**src/rtl/parity_pkg.sv**
```systemverilog
// rtl/parity_pkg.sv - shared types and helpers for the streaming frame parity generator
package parity_pkg;

    localparam logic PAR_EVEN = 1'b0;
    localparam logic PAR_ODD  = 1'b1;

    typedef enum logic {
        ST_IDLE  = 1'b0,
        ST_ACCUM = 1'b1
    } state_e;

    // Width needed to hold counts 0..max_words inclusive.
    function automatic int cnt_width(input int max_words);
        return $clog2(max_words + 1);
    endfunction

endpackage

```
**src/rtl/xor_tree.sv**
```systemverilog
// rtl/xor_tree.sv - combinational XOR reduction, log2(WIDTH) levels halving per level
module xor_tree #(
    parameter int WIDTH = 8
) (
    input  logic [WIDTH-1:0] data_i,
    output logic             parity_o
);

    localparam int LEVELS = $clog2(WIDTH);

    genvar l, i;
    generate
        for (l = 0; l <= LEVELS; l++) begin : g_lvl
            logic [(WIDTH >> l)-1:0] v;
            if (l == 0) begin : g_leaf
                assign v = data_i;
            end else begin : g_node
                for (i = 0; i < (WIDTH >> l); i++) begin : g_x
                    assign v[i] = g_lvl[l-1].v[2*i] ^ g_lvl[l-1].v[2*i+1];
                end
            end
        end
    endgenerate

    assign parity_o = g_lvl[LEVELS].v[0];

endmodule

```
**src/rtl/parity_frame_gen.sv**
```systemverilog
// rtl/parity_frame_gen.sv - per-frame parity/count/overflow over a valid/ready word stream
// Optional receive-side check (in_chk/out_err) when PARITY_FRAME_CHECK_EN is defined.
module parity_frame_gen
    import parity_pkg::*;
#(
    parameter int WIDTH     = 8,
    parameter int MAX_WORDS = 16,
    parameter int CNT_W     = cnt_width(MAX_WORDS)
) (
    input  logic             clk,
    input  logic             rst_n,
    input  logic             odd_mode,
    input  logic             in_valid,
    output logic             in_ready,
    input  logic [WIDTH-1:0] in_data,
    input  logic             in_last,
    output logic             out_valid,
    input  logic             out_ready,
    output logic             out_parity,
    output logic [CNT_W-1:0] out_count,
    output logic             out_overflow
`ifdef PARITY_FRAME_CHECK_EN
    ,
    input  logic             in_chk,
    output logic             out_err
`endif
);

    localparam logic [CNT_W-1:0] MAX_CNT = CNT_W'(MAX_WORDS);
    localparam logic [CNT_W-1:0] ONE_CNT = CNT_W'(1);

    state_e             state_q, state_d;
    logic               acc_q, acc_d;
    logic [CNT_W-1:0]   cnt_q, cnt_d;
    logic               mode_q, mode_d;
    logic               ovf_q, ovf_d;

    logic               oval_q, oval_d;
    logic               opar_q, opar_d;
    logic [CNT_W-1:0]   ocnt_q, ocnt_d;
    logic               oovf_q, oovf_d;

    logic               wp;
    logic               beat_acc;
    logic               done;
    logic               par_fin;
    logic [CNT_W-1:0]   cnt_fin;
    logic               ovf_fin;

    xor_tree #(.WIDTH(WIDTH)) u_xor_tree (
        .data_i   (in_data),
        .parity_o (wp)
    );

    // A pending result blocks input unless it is being drained this cycle.
    assign in_ready = ~oval_q | out_ready;
    assign beat_acc = in_valid & in_ready;

    always_comb begin
        state_d = state_q;
        acc_d   = acc_q;
        cnt_d   = cnt_q;
        mode_d  = mode_q;
        ovf_d   = ovf_q;
        done    = 1'b0;
        par_fin = 1'b0;
        cnt_fin = cnt_q;
        ovf_fin = ovf_q;
        if (beat_acc) begin
            case (state_q)
                ST_IDLE: begin
                    mode_d  = odd_mode;
                    acc_d   = wp;
                    cnt_d   = ONE_CNT;
                    ovf_d   = 1'b0;
                    par_fin = wp ^ odd_mode;
                    cnt_fin = ONE_CNT;
                    ovf_fin = 1'b0;
                    if (in_last) begin
                        done = 1'b1;
                    end else begin
                        state_d = ST_ACCUM;
                    end
                end
                ST_ACCUM: begin
                    acc_d   = acc_q ^ wp;
                    cnt_d   = (cnt_q == MAX_CNT) ? cnt_q : cnt_q + ONE_CNT;
                    ovf_d   = ovf_q | (cnt_q == MAX_CNT);
                    par_fin = acc_d ^ mode_q;
                    cnt_fin = cnt_d;
                    ovf_fin = ovf_d;
                    if (in_last) begin
                        done    = 1'b1;
                        state_d = ST_IDLE;
                    end
                end
                default: state_d = ST_IDLE;
            endcase
        end
    end

    // A completion in the same cycle as a drain overwrites the slot, keeping out_valid high.
    always_comb begin
        oval_d = oval_q;
        opar_d = opar_q;
        ocnt_d = ocnt_q;
        oovf_d = oovf_q;
        if (done) begin
            oval_d = 1'b1;
            opar_d = par_fin;
            ocnt_d = cnt_fin;
            oovf_d = ovf_fin;
        end else if (oval_q & out_ready) begin
            oval_d = 1'b0;
        end
    end

    always_ff @(posedge clk) begin
        if (!rst_n) begin
            state_q <= ST_IDLE;
            acc_q   <= 1'b0;
            cnt_q   <= '0;
            mode_q  <= PAR_EVEN;
            ovf_q   <= 1'b0;
            oval_q  <= 1'b0;
            opar_q  <= 1'b0;
            ocnt_q  <= '0;
            oovf_q  <= 1'b0;
        end else begin
            state_q <= state_d;
            acc_q   <= acc_d;
            cnt_q   <= cnt_d;
            mode_q  <= mode_d;
            ovf_q   <= ovf_d;
            oval_q  <= oval_d;
            opar_q  <= opar_d;
            ocnt_q  <= ocnt_d;
            oovf_q  <= oovf_d;
        end
    end

    assign out_valid    = oval_q;
    assign out_parity   = opar_q;
    assign out_count    = ocnt_q;
    assign out_overflow = oovf_q;

`ifdef PARITY_FRAME_CHECK_EN
    logic err_q, err_d;

    always_comb begin
        err_d = err_q;
        if (done) begin
            err_d = par_fin ^ in_chk;
        end
    end

    always_ff @(posedge clk) begin
        if (!rst_n) begin
            err_q <= 1'b0;
        end else begin
            err_q <= err_d;
        end
    end

    assign out_err = err_q;
`endif

endmodule

```
**config.mk**
```make
export PLATFORM = sky130hd
export DESIGN_NAME = parity_frame_gen
export DESIGN_NICKNAME = d
export VERILOG_FILES = /design/src/rtl/parity_pkg.sv /design/src/rtl/xor_tree.sv /design/src/rtl/parity_frame_gen.sv
export SDC_FILE = /design/constraint.sdc
export NUM_CORES = 1
export LEC_CHECK = 0
export CORE_MARGIN = 10
export CORE_UTILIZATION = 41
export DETAILED_ROUTE_END_ITERATION = 6
export PLACE_DENSITY = 0.77
export SLEW_MARGIN = 20
export SYNTH_ARGS = -nofsm -noshare
export SYNTH_HDL_FRONTEND = slang
export SYNTH_SLANG_ARGS = --single-unit
```
**constraint.sdc**
```tcl
create_clock -name clk -period 1.25 [get_ports clk]
set_input_delay 0.25 -clock clk [delete_from_list [all_inputs] [get_ports clk]]
set_output_delay 0.25 -clock clk [all_outputs]
set_load 0.05 [all_outputs]
```
==> After elaboration in Yosys (flattened, before gate mapping) <==
Index checks and enable logic that the tools add are counted.
{ "totals": {"register_bits": 17, "latchBits": 0, "mem_bits_rw": 0, "romBits": 0, "out_inout_bits": 9, "memories": 0} }
{ "classes": {"addsub": 1, "multipliers": 0, "n_div": 0, "order_cmp": 0, "n_eq_ne": 1, "n_shift": 0, "n_mux": 13, "bitwise_logic": 16, "reduce_logical": 2} }
{ "ops": {"columns": ["op", "n"], "rows": [
  ["two-way mux 5 bit", 2],
  ["one-hot mux 5 bit (2 select lines)", 1],
  ["bitwise XOR 1 bit", 10],
  ["two-way mux 1 bit", 7],
  ["one-hot mux 1 bit (2 select lines)", 3],
  ["adder 5 x 1 -> 5 bit, second input constant", 1],
  ["equality test 5 bit, second input constant", 1],
  ["AND 1 bit", 2],
  ["inverter 1 bit", 2],
  ["bitwise OR 1 bit", 2],
  ["AND reduction 2 bit", 1],
  ["nonzero test 2 bit", 1]
]} }

==> Logic depth before layout (Yosys ltp) <==
{ "depth": {"word_depth": 7, "mapped_depth": 6, "depth_no_buf": 6} }

==> By module <==
Synthesis repeated with hierarchy kept, for this count alone.
{ "hier_totals": {"cells_unflattened": 104, "hier_area_um2": 883.3} }
{ "modules_own_cells": {"columns": ["module", "n_inst", "cells_each", "area_per_inst_um2", "seq_area_each_um2"], "rows": [
  ["parity_frame_gen", 1, 97, 822.0, 340.3],
  ["xor_tree", 1, 7, 61.3, 0.0]
]} }

==> Least setup slack after synthesis <==
OpenSTA, ideal clock, no wires.
{ "synth_timing": {"path_kind": "flip-flop to flip-flop", "start": "register oval_q, in the netlist out_valid", "end": "register oovf_q, in the netlist out_overflow", "arrival_ns": 1.771, "path_slack_ns": -0.638, "path_stages_with_launch": 7, "synth_period_minus_slack_ns": 1.888, "path_cell_list": "dfxtp_1 nand2b_2 and2_1 clkbuf_1 a41oi_1 nor3_1 o22a_1"} }
{ "synth_via": {"elab_chain_len": 4, "elab_cells_between_ends": 5, "cone_classes": "2 x mux; 3 x bitwise"} }
{ "synth_rtl": {"columns": ["item", "line", "rtl"], "rows": [
  ["from (decl)", "parity_frame_gen.sv:38", "logic oval_q, oval_d;"],
  ["from (signal assigned)", "parity_frame_gen.sv:135", "oval_q <= oval_d;"],
  ["inverter 1 bit *", "parity_frame_gen.sv:56", "assign in_ready = ~oval_q | out_ready;"],
  ["bitwise OR 1 bit *", "parity_frame_gen.sv:56", null],
  ["named net in_ready", "parity_frame_gen.sv:14", "output logic in_ready,"],
  ["AND 1 bit *", "parity_frame_gen.sv:57", "assign beat_acc = in_valid & in_ready;"],
  ["two-way mux 1 bit", "parity_frame_gen.sv:69", "if (beat_acc) begin"],
  ["to (signal assigned)", "parity_frame_gen.sv:138", "oovf_q <= oovf_d;"],
  ["to (decl)", "parity_frame_gen.sv:41", "logic oovf_q, oovf_d;"]
]} }
The timed path passes the listed nets; every way through them passes the cells marked *.
A chain may end at the register's enable or synchronous reset.

==> Worst setup path in the final report <==
{ "layout_timing": {"start": "input port in_data[6]", "end": "register acc_q"} }
{ "layout_via": {"elab_chain_len": 5} }
{ "layout_rtl": {"columns": ["item", "line", "rtl"], "rows": [
  ["from (decl)", "parity_frame_gen.sv:15", "input logic [WIDTH-1:0] in_data,"],
  ["bitwise XOR 1 bit * (3 in series)", "xor_tree.sv:19", "assign v[i] = g_lvl[l-1].v[2*i] ^ g_lvl[l-1].v[2*i+1];"],
  ["bitwise XOR 1 bit", "parity_frame_gen.sv:86", "acc_d = acc_q ^ wp;"],
  ["one-hot mux 1 bit (2 select lines) *", "parity_frame_gen.sv:70", "case (state_q)"],
  ["to (signal assigned)", "parity_frame_gen.sv:121", "acc_q <= 1'b0;"],
  ["to (signal assigned)", "parity_frame_gen.sv:131", "acc_q <= acc_d;"],
  ["to (decl)", "parity_frame_gen.sv:33", "logic acc_q, acc_d;"]
]} }
Every way passes the cells marked *; elsewhere a longest branch is shown, timed or not.

==> key figures <==
Timing
  • Final setup margin: -0.00854 ns
  • Post-route clock period utilization: 1.01
  • Slew margin rel.: 0.804
  • Final Setup Violations: 2
  • Max-slew violations: 0
  • Final hold vios: 0
  • Setup TNS: -0.00890 ns
  • Fin crit period: 1.26 ns
  • Worst-Margin Slew: 0.293 ns
  • Fmax: 0.795 GHz
  • Layout Skew: 0.00714 ns
  • RSZ-0062 raised after global routing: yes

Synth
  • Top cell type's share of synthesized area: 0.408
  • Post-synthesis compound-gate area fraction: 0.183
  • Post-synthesis adder-cell area fraction: 0.0300
  • Seq/Total Area, Yosys: 0.408
  • Area contributors post-synth: dfxtp_1 41%, xnor2_1 10%, nand3_1 6.6%
  • Ys flop type: dfxtp_1
  • Dominant cell type by area after synthesis: dfxtp_1
  • Syn_nets: 116
  • Post-Synth Simple-Gate Area: 0.226
  • Syn Inst Count: 100
  • Syn avg cell area: 8.35 um2
  • XOR/XNOR Fraction of Synth Area: 0.105
  • Multiplexer share of the synthesized area: 0.0120
  • Async SR Flop Fraction: 0
  • Count leader, synth: dfxtp_1
  • Flops & latches, synth: 17
  • Cell Area, Synth: 835 um2
  • Number of synthesized flops with an enable pin: 0
  • Synth warn: 0
  • Most instantiated cells after synthesis: 17 x dfxtp_1, 11 x nand3_1, 10 x nand2_1, 10 x xnor2_1, 9 x a21oi_1
  • Largest family of logic cells by synthesized area: simple AND/OR/NAND/NOR gates
  • Synth unique cells: 29

Routing
  • Drt total wl: 2.75 mm
  • Post-route ant nets: 0
  • Total iterations of the first detailed-routing run: 4
  • DRC errors left: 0
  • First DRT Iteration DRCs: 40
  • DR vias: 922
  • WL/cell: 16.3 um
  • Via-to-Cell Ratio: 5.49

Placed design
  • Placer Congestion: 0.838
  • Post-DP HPWL: 1.93 mm
  • DP Area: 1310 um2
  • Cells after DPL: 160
  • I/O Buffers: 22

CTS
  • Clock transition at the registers of the reported paths: 0.11 ns
  • CTS tree: built
  • CTS root buf: clkbuf_4
  • CTS Sinks: 17
  • Clock buffer depth: 2
  • Clk_lat worst skew: 0.30 ns
  • Inserted Clock Buffers: 3
  • Htree depth: 1

Die
  • Die width: 65.1 um
  • FP Rows: 16
  • Initial core utilization: 0.430
  • Placeable Area: 1940 um2
  • Full die area: 4240 um2
  • Die height: 65.1 um
  • Io pins: 23

Global route
  • GR Overflow Total: 0
  • Gr usage total: 0.123
  • Largest net degree at the start of global routing: 12
  • First-pass GRT wire length: 4.15 mm
  • Vias in the first global route: 931
  • Initial antenna violation count: 0

Power and ir drop
  • Total power: 1.35 mW
  • PD cells: 928 nW/um2
  • P_leak: 0.570 nW
  • Worst vdd ir: 0.000789 V

Critical path
  • Setup CP Type: input port to flop
  • Top delay family on crit path: XOR/XNOR gates
  • CP required: 1.49 ns
  • Total buffers and inverters traversed by the critical path: 1
  • Crit path DAT: 1.50 ns
  • Worst r2r src: out_valid$_SDFFE_PN0P_
  • Crit path cell chain: dlygate4sd2_1, xnor2_2, xnor2_2, xnor2_2, or3_1, a31oi_1
  • Reg-to-Reg End: acc_q$_SDFFE_PN0P_
  • CP Max Fanout: 4
  • Critical path startpoint category: input port
  • Worst reg-to-reg path cell count: 5
  • Most frequent CP cell: xnor2_2
  • Max incr delay on CP: 0.37 ns
  • Reg2reg setup slack: 0.02 ns
  • Slowest CP cell: or3_1
  • Crit. End Element: flop

Finish
  • Area of the multi-input gates: 586 um2
  • Non-filler cells, final: 168
  • Fill count: 143
  • Antenna diodes: 0
  • Post-route cell area: 1450 um2
  • Nets: 158
  • Layout cells sized above 1: 0.433
  • Area grow syn2layout: 73.9%
  • Storage element area: 349 um2

Hold path
  • Worst Min Path Start: out_count[4]$_SDFFE_PN0P_
  • Hold Crit Class: flop to flop
  • Hold Path Cell Cnt: 2
  • Worst Hold End: out_count[4]$_SDFFE_PN0P_

Flow run
  • Maximum capacitance violations: 0

Run status
  • Failing checks: negative setup slack
  • Outcome: finished with violations
==> through the flow <==
step,setup slack (ns),util,hold WS (ns)
floorplan,-0.124,-,0.392
global placement,-0.436,0.673,0.478
detailed placement,-0.531,0.673,0.479
CTS,-0.00255,0.713,0.491
global route,-0.0453,0.747,0.520
finish,-0.00854,0.747,0.492
==> sequential cells by signal, summed over array words and instances (netlist names) <==
name          flops
mode_q            1
acc_q             1
out_parity        1
out_valid         1
state_q           1
out_count         5
out_overflow      1
ovf_q             1
cnt_q             5
==> per-layer routing <==
| metal | track usage | vias to the layer above | share of wire |
|---|---|---|---|
| met1 | 0.118 | 439 | 0.36 |
| met5 | 0 | - | 0 |
| met3 | 0.0305 | 13 | 0.051 |
| met4 | 0.0856 | 0 | 0.038 |
| met2 | 0.225 | 34 | 0.55 |
| li1 | - | 436 | - |
==> cells in the final DEF (no fill, tap or decap), types with 3 or more instances in the layout <==
cell,synthesis,layout
a21oi_1,9,9
buf_12,0,9
buf_4,0,18
clkbuf_2,0,4
clkbuf_4,0,3
clkdlybuf4s50_1,0,4
dfxtp_1,17,14
dlygate4sd2_1,0,3
nand2_1,10,9
nand3_1,11,8
nor2_1,5,3
xnor2_1,10,6
xnor2_2,0,4
==> worst max-delay path by stage <==
stage | cells past startpoint | slack, ns | start | to
3_3_place_gp | 6 | -0.44 | in_data[1] | acc_q$_SDFFE_PN0P_
4_1_cts | 3 | -0.003 | out_valid$_SDFFE_PN0P_ | in_ready
2_1_floorplan | 6 | -0.12 | out_valid$_SDFFE_PN0P_ | out_overflow$_SDFFE_PN0P_
3_5_place_dp | 6 | -0.53 | in_data[1] | acc_q$_SDFFE_PN0P_
6_report | 6 | -0.009 | in_data[6] | acc_q$_SDFFE_PN0P_
5_1_grt | 3 | -0.05 | out_valid$_SDFFE_PN0P_ | in_ready
==> power breakdown <==
part	total, mW	switching [mW]	internal [mW]
registers	0.603	0.0352	0.568
logic	0.436	0.202	0.234
clock network	0.307	0.188	0.119
==> worst register-to-register path, cell delays in order (launching register included) <==
cell and delay (ns):
dfxtp_4 0.37, nand2b_4 0.08, buf_6 0.11, nand2_4 0.08, or3_1 0.38, a31oi_1 0.16
==> timing repair <==
item,in CTS,in global routing
pin swaps,9,11
setup endpoints to repair,13,9
buffers inserted,3,1
gates cloned,0,0
hold buffers,0,0
gates resized for setup,22,22
endpoints found under the hold margin,0,0
==> layout make-up <==
type                            count  area share
Clock buffer                        3      0.0155
Inverter                            3     0.00776
Sequential cell                    17       0.241
Tap cell                           27      0.0233
Clock inverter                      1     0.00345
Multi-Input combinational cell     75       0.403
Timing Repair Buffer               42       0.306
==> logic make-up after synthesis <==
group | count (synthesis)
mux | 1
flops | 17
buf+inv | 8
xor+xnor | 10
compound gates | 24
fa+ha+maj | 2
simple gates | 38
Power figures use the tool's default switching activity.
==> RTL change (config.mk and constraints unchanged) <==
The option `PARITY_FRAME_CHECK_EN` is turned on by a define.
--- a/src/rtl/parity_frame_gen.sv
+++ b/src/rtl/parity_frame_gen.sv
@@ -1,5 +1,7 @@
 // rtl/parity_frame_gen.sv - per-frame parity/count/overflow over a valid/ready word stream
 // Optional receive-side check (in_chk/out_err) when PARITY_FRAME_CHECK_EN is defined.
+`define PARITY_FRAME_CHECK_EN
+
 module parity_frame_gen
     import parity_pkg::*;
 #(
Ports: changed (added in_chk and out_err); port bits go from 23 to 25. No check against the original RTL was run, so the function may have changed too.
==> RTL change against the original RTL <==
- the run still ends with negative setup slack left
- power rose by 14%
- via count rose by 5.6%
- final area rose by 9.5%
- sequential cell count rose by 1
- highest routed layer unchanged
- count of clock-buffer cells in the layout rose by 1
- routed wire length rose by 5.1%
- setup slack got worse by 0.070 ns
- area after synthesis rose by 6.3%
==> RTL change: results (changes against the original RTL) <==
## Outcome
• finished with violations — outcome
• negative setup slack — violated checks

## Hold path
• in_valid — startpoint of the lowest-slack hold path
• cnt_q[1] — endpoint of the worst hold path
• 4 — worst hold stages, +2

## Clock network
• 20 — # resized after CTS, -9.1%
• 0.32 ns — clock insertion delay at the later pin of the skew report, +0.02 ns

## Timing
• -0.07898 ns — worst-case setup margin in the final layout, -0.07044 ns
• -0.1709 ns — setup_tns, -0.1620 ns
• 4 — Setup Viol. Count Final, +2
• 80.25% — Max-slew headroom, -0.15 points
• 0.02007 ns — clock skew after layout, +0.01293 ns

## Critical path
• out_parity — worst r2r dst
• -0.08 ns — internal reg-to-reg setup slack, -0.10 ns
• 1.56 ns — WP data arrival, +0.06 ns
• out_parity — critical path endpoint
• acc_q — source of the worst register-to-register timing path
• flip-flops — kind of cell adding the most delay to the critical path
• sky130_fd_sc_hd__dfxtp_2 — standard cell with the maximum stage delay on the critical path
• 2 — critical path fanouts, max, -2

## Finish
• 43.24% — fraction of layout instances using a drive strength above 1, about the same
• 166 — net total in the final layout, +5.1%

## Routing
• 1064 um — wire length on met1, +8.0%
• 235 um — detailed-routed wire length on met3, +69%
• 1463 um — amount of wire on met2 after detailed routing, -3.6%
• 974 — via count, +5.6%
• 49 — DRC violation total after the first TritonRoute iteration, +23%

## Global routing
• 14.30% — global-route track usage on met1, +2.5 points
• 1025 — via count of the first global-routing pass, +10%
• 3.344% — routing usage on met3, +0.29 points
• 16 — maximum number of pins on one net before global-route repair, +4
• 24.52% — met2 global-route usage, +2.0 points

## Pwr
• 709.5 uV — Worst VDD drop, -10%
• 0.0006563 uW — leakage power, +15%
• 32.27% — proportion of total power due to net switching, +0.66 points

## Logic synthesis
• 30 — number of distinct library cells after synthesis, +3.4%
• 8.697 sq um — Avg Synthesized Cell Area, +4.2%
• 40.62% — sequential cell area fraction in the yosys report, -0.16 points
• 18 x sky130_fd_sc_hd__dfxtp_1, 11 x sky130_fd_sc_hd__a21oi_1, 10 x sky130_fd_sc_hd__nand3_1, 10 x sky130_fd_sc_hd__xnor2_1, 9 x sky130_fd_sc_hd__nand2_1 — leading cell types by count after synthesis

## Placement
• -0.4454 ns — setup slack after placement, +0.08525 ns
• 24 — IO Port Bufs, +9.1%
• 1431 sq um — cell area after placement, +9.6%
• 2048 um — placed wire-length estimate, +6.0%
• 0.8382 — routability-driven placement congestion ratio, about the same

## RTL change: through the flow
step,std cells,hold slack [ns]
global route,175,0.4356
global placement,168,0.4767
floorplan,102,0.3883
CTS,175,0.4654
finish,175,0.4020
detailed placement,168,0.4918
## RTL change: logic make-up (layout without fill, tap and decap cells)
family,count (synthesis),count (layout),share of synthesized area (%)
fa+ha+maj,2,2,2.820
flops,18,18,40.62
xor+xnor,13,13,13.68
buf+inv,8,54,3.385
simple gates,33,33,17.91
compound gates,25,25,18.06
mux,3,3,3.526
## RTL change: power by group through the flow
stage / combinational, uW / clock (uW) / sequential, uW
final: 573 / 324 / 632
after global routing: 598 / 358 / 637
after CTS: 526 / 312 / 630
after detailed placement: 464 / 0 / 644
after global placement: 452 / 0 / 642
after floorplan: 218 / 0 / 685
## RTL change: area by class of cell
class,count,share of cell area [%]
timing repair buffer,47,33.23
clock buffer,4,1.654
tap,27,2.126
multi-input combinational,76,38.98
inverter,3,0.7087
sequential,18,23.31
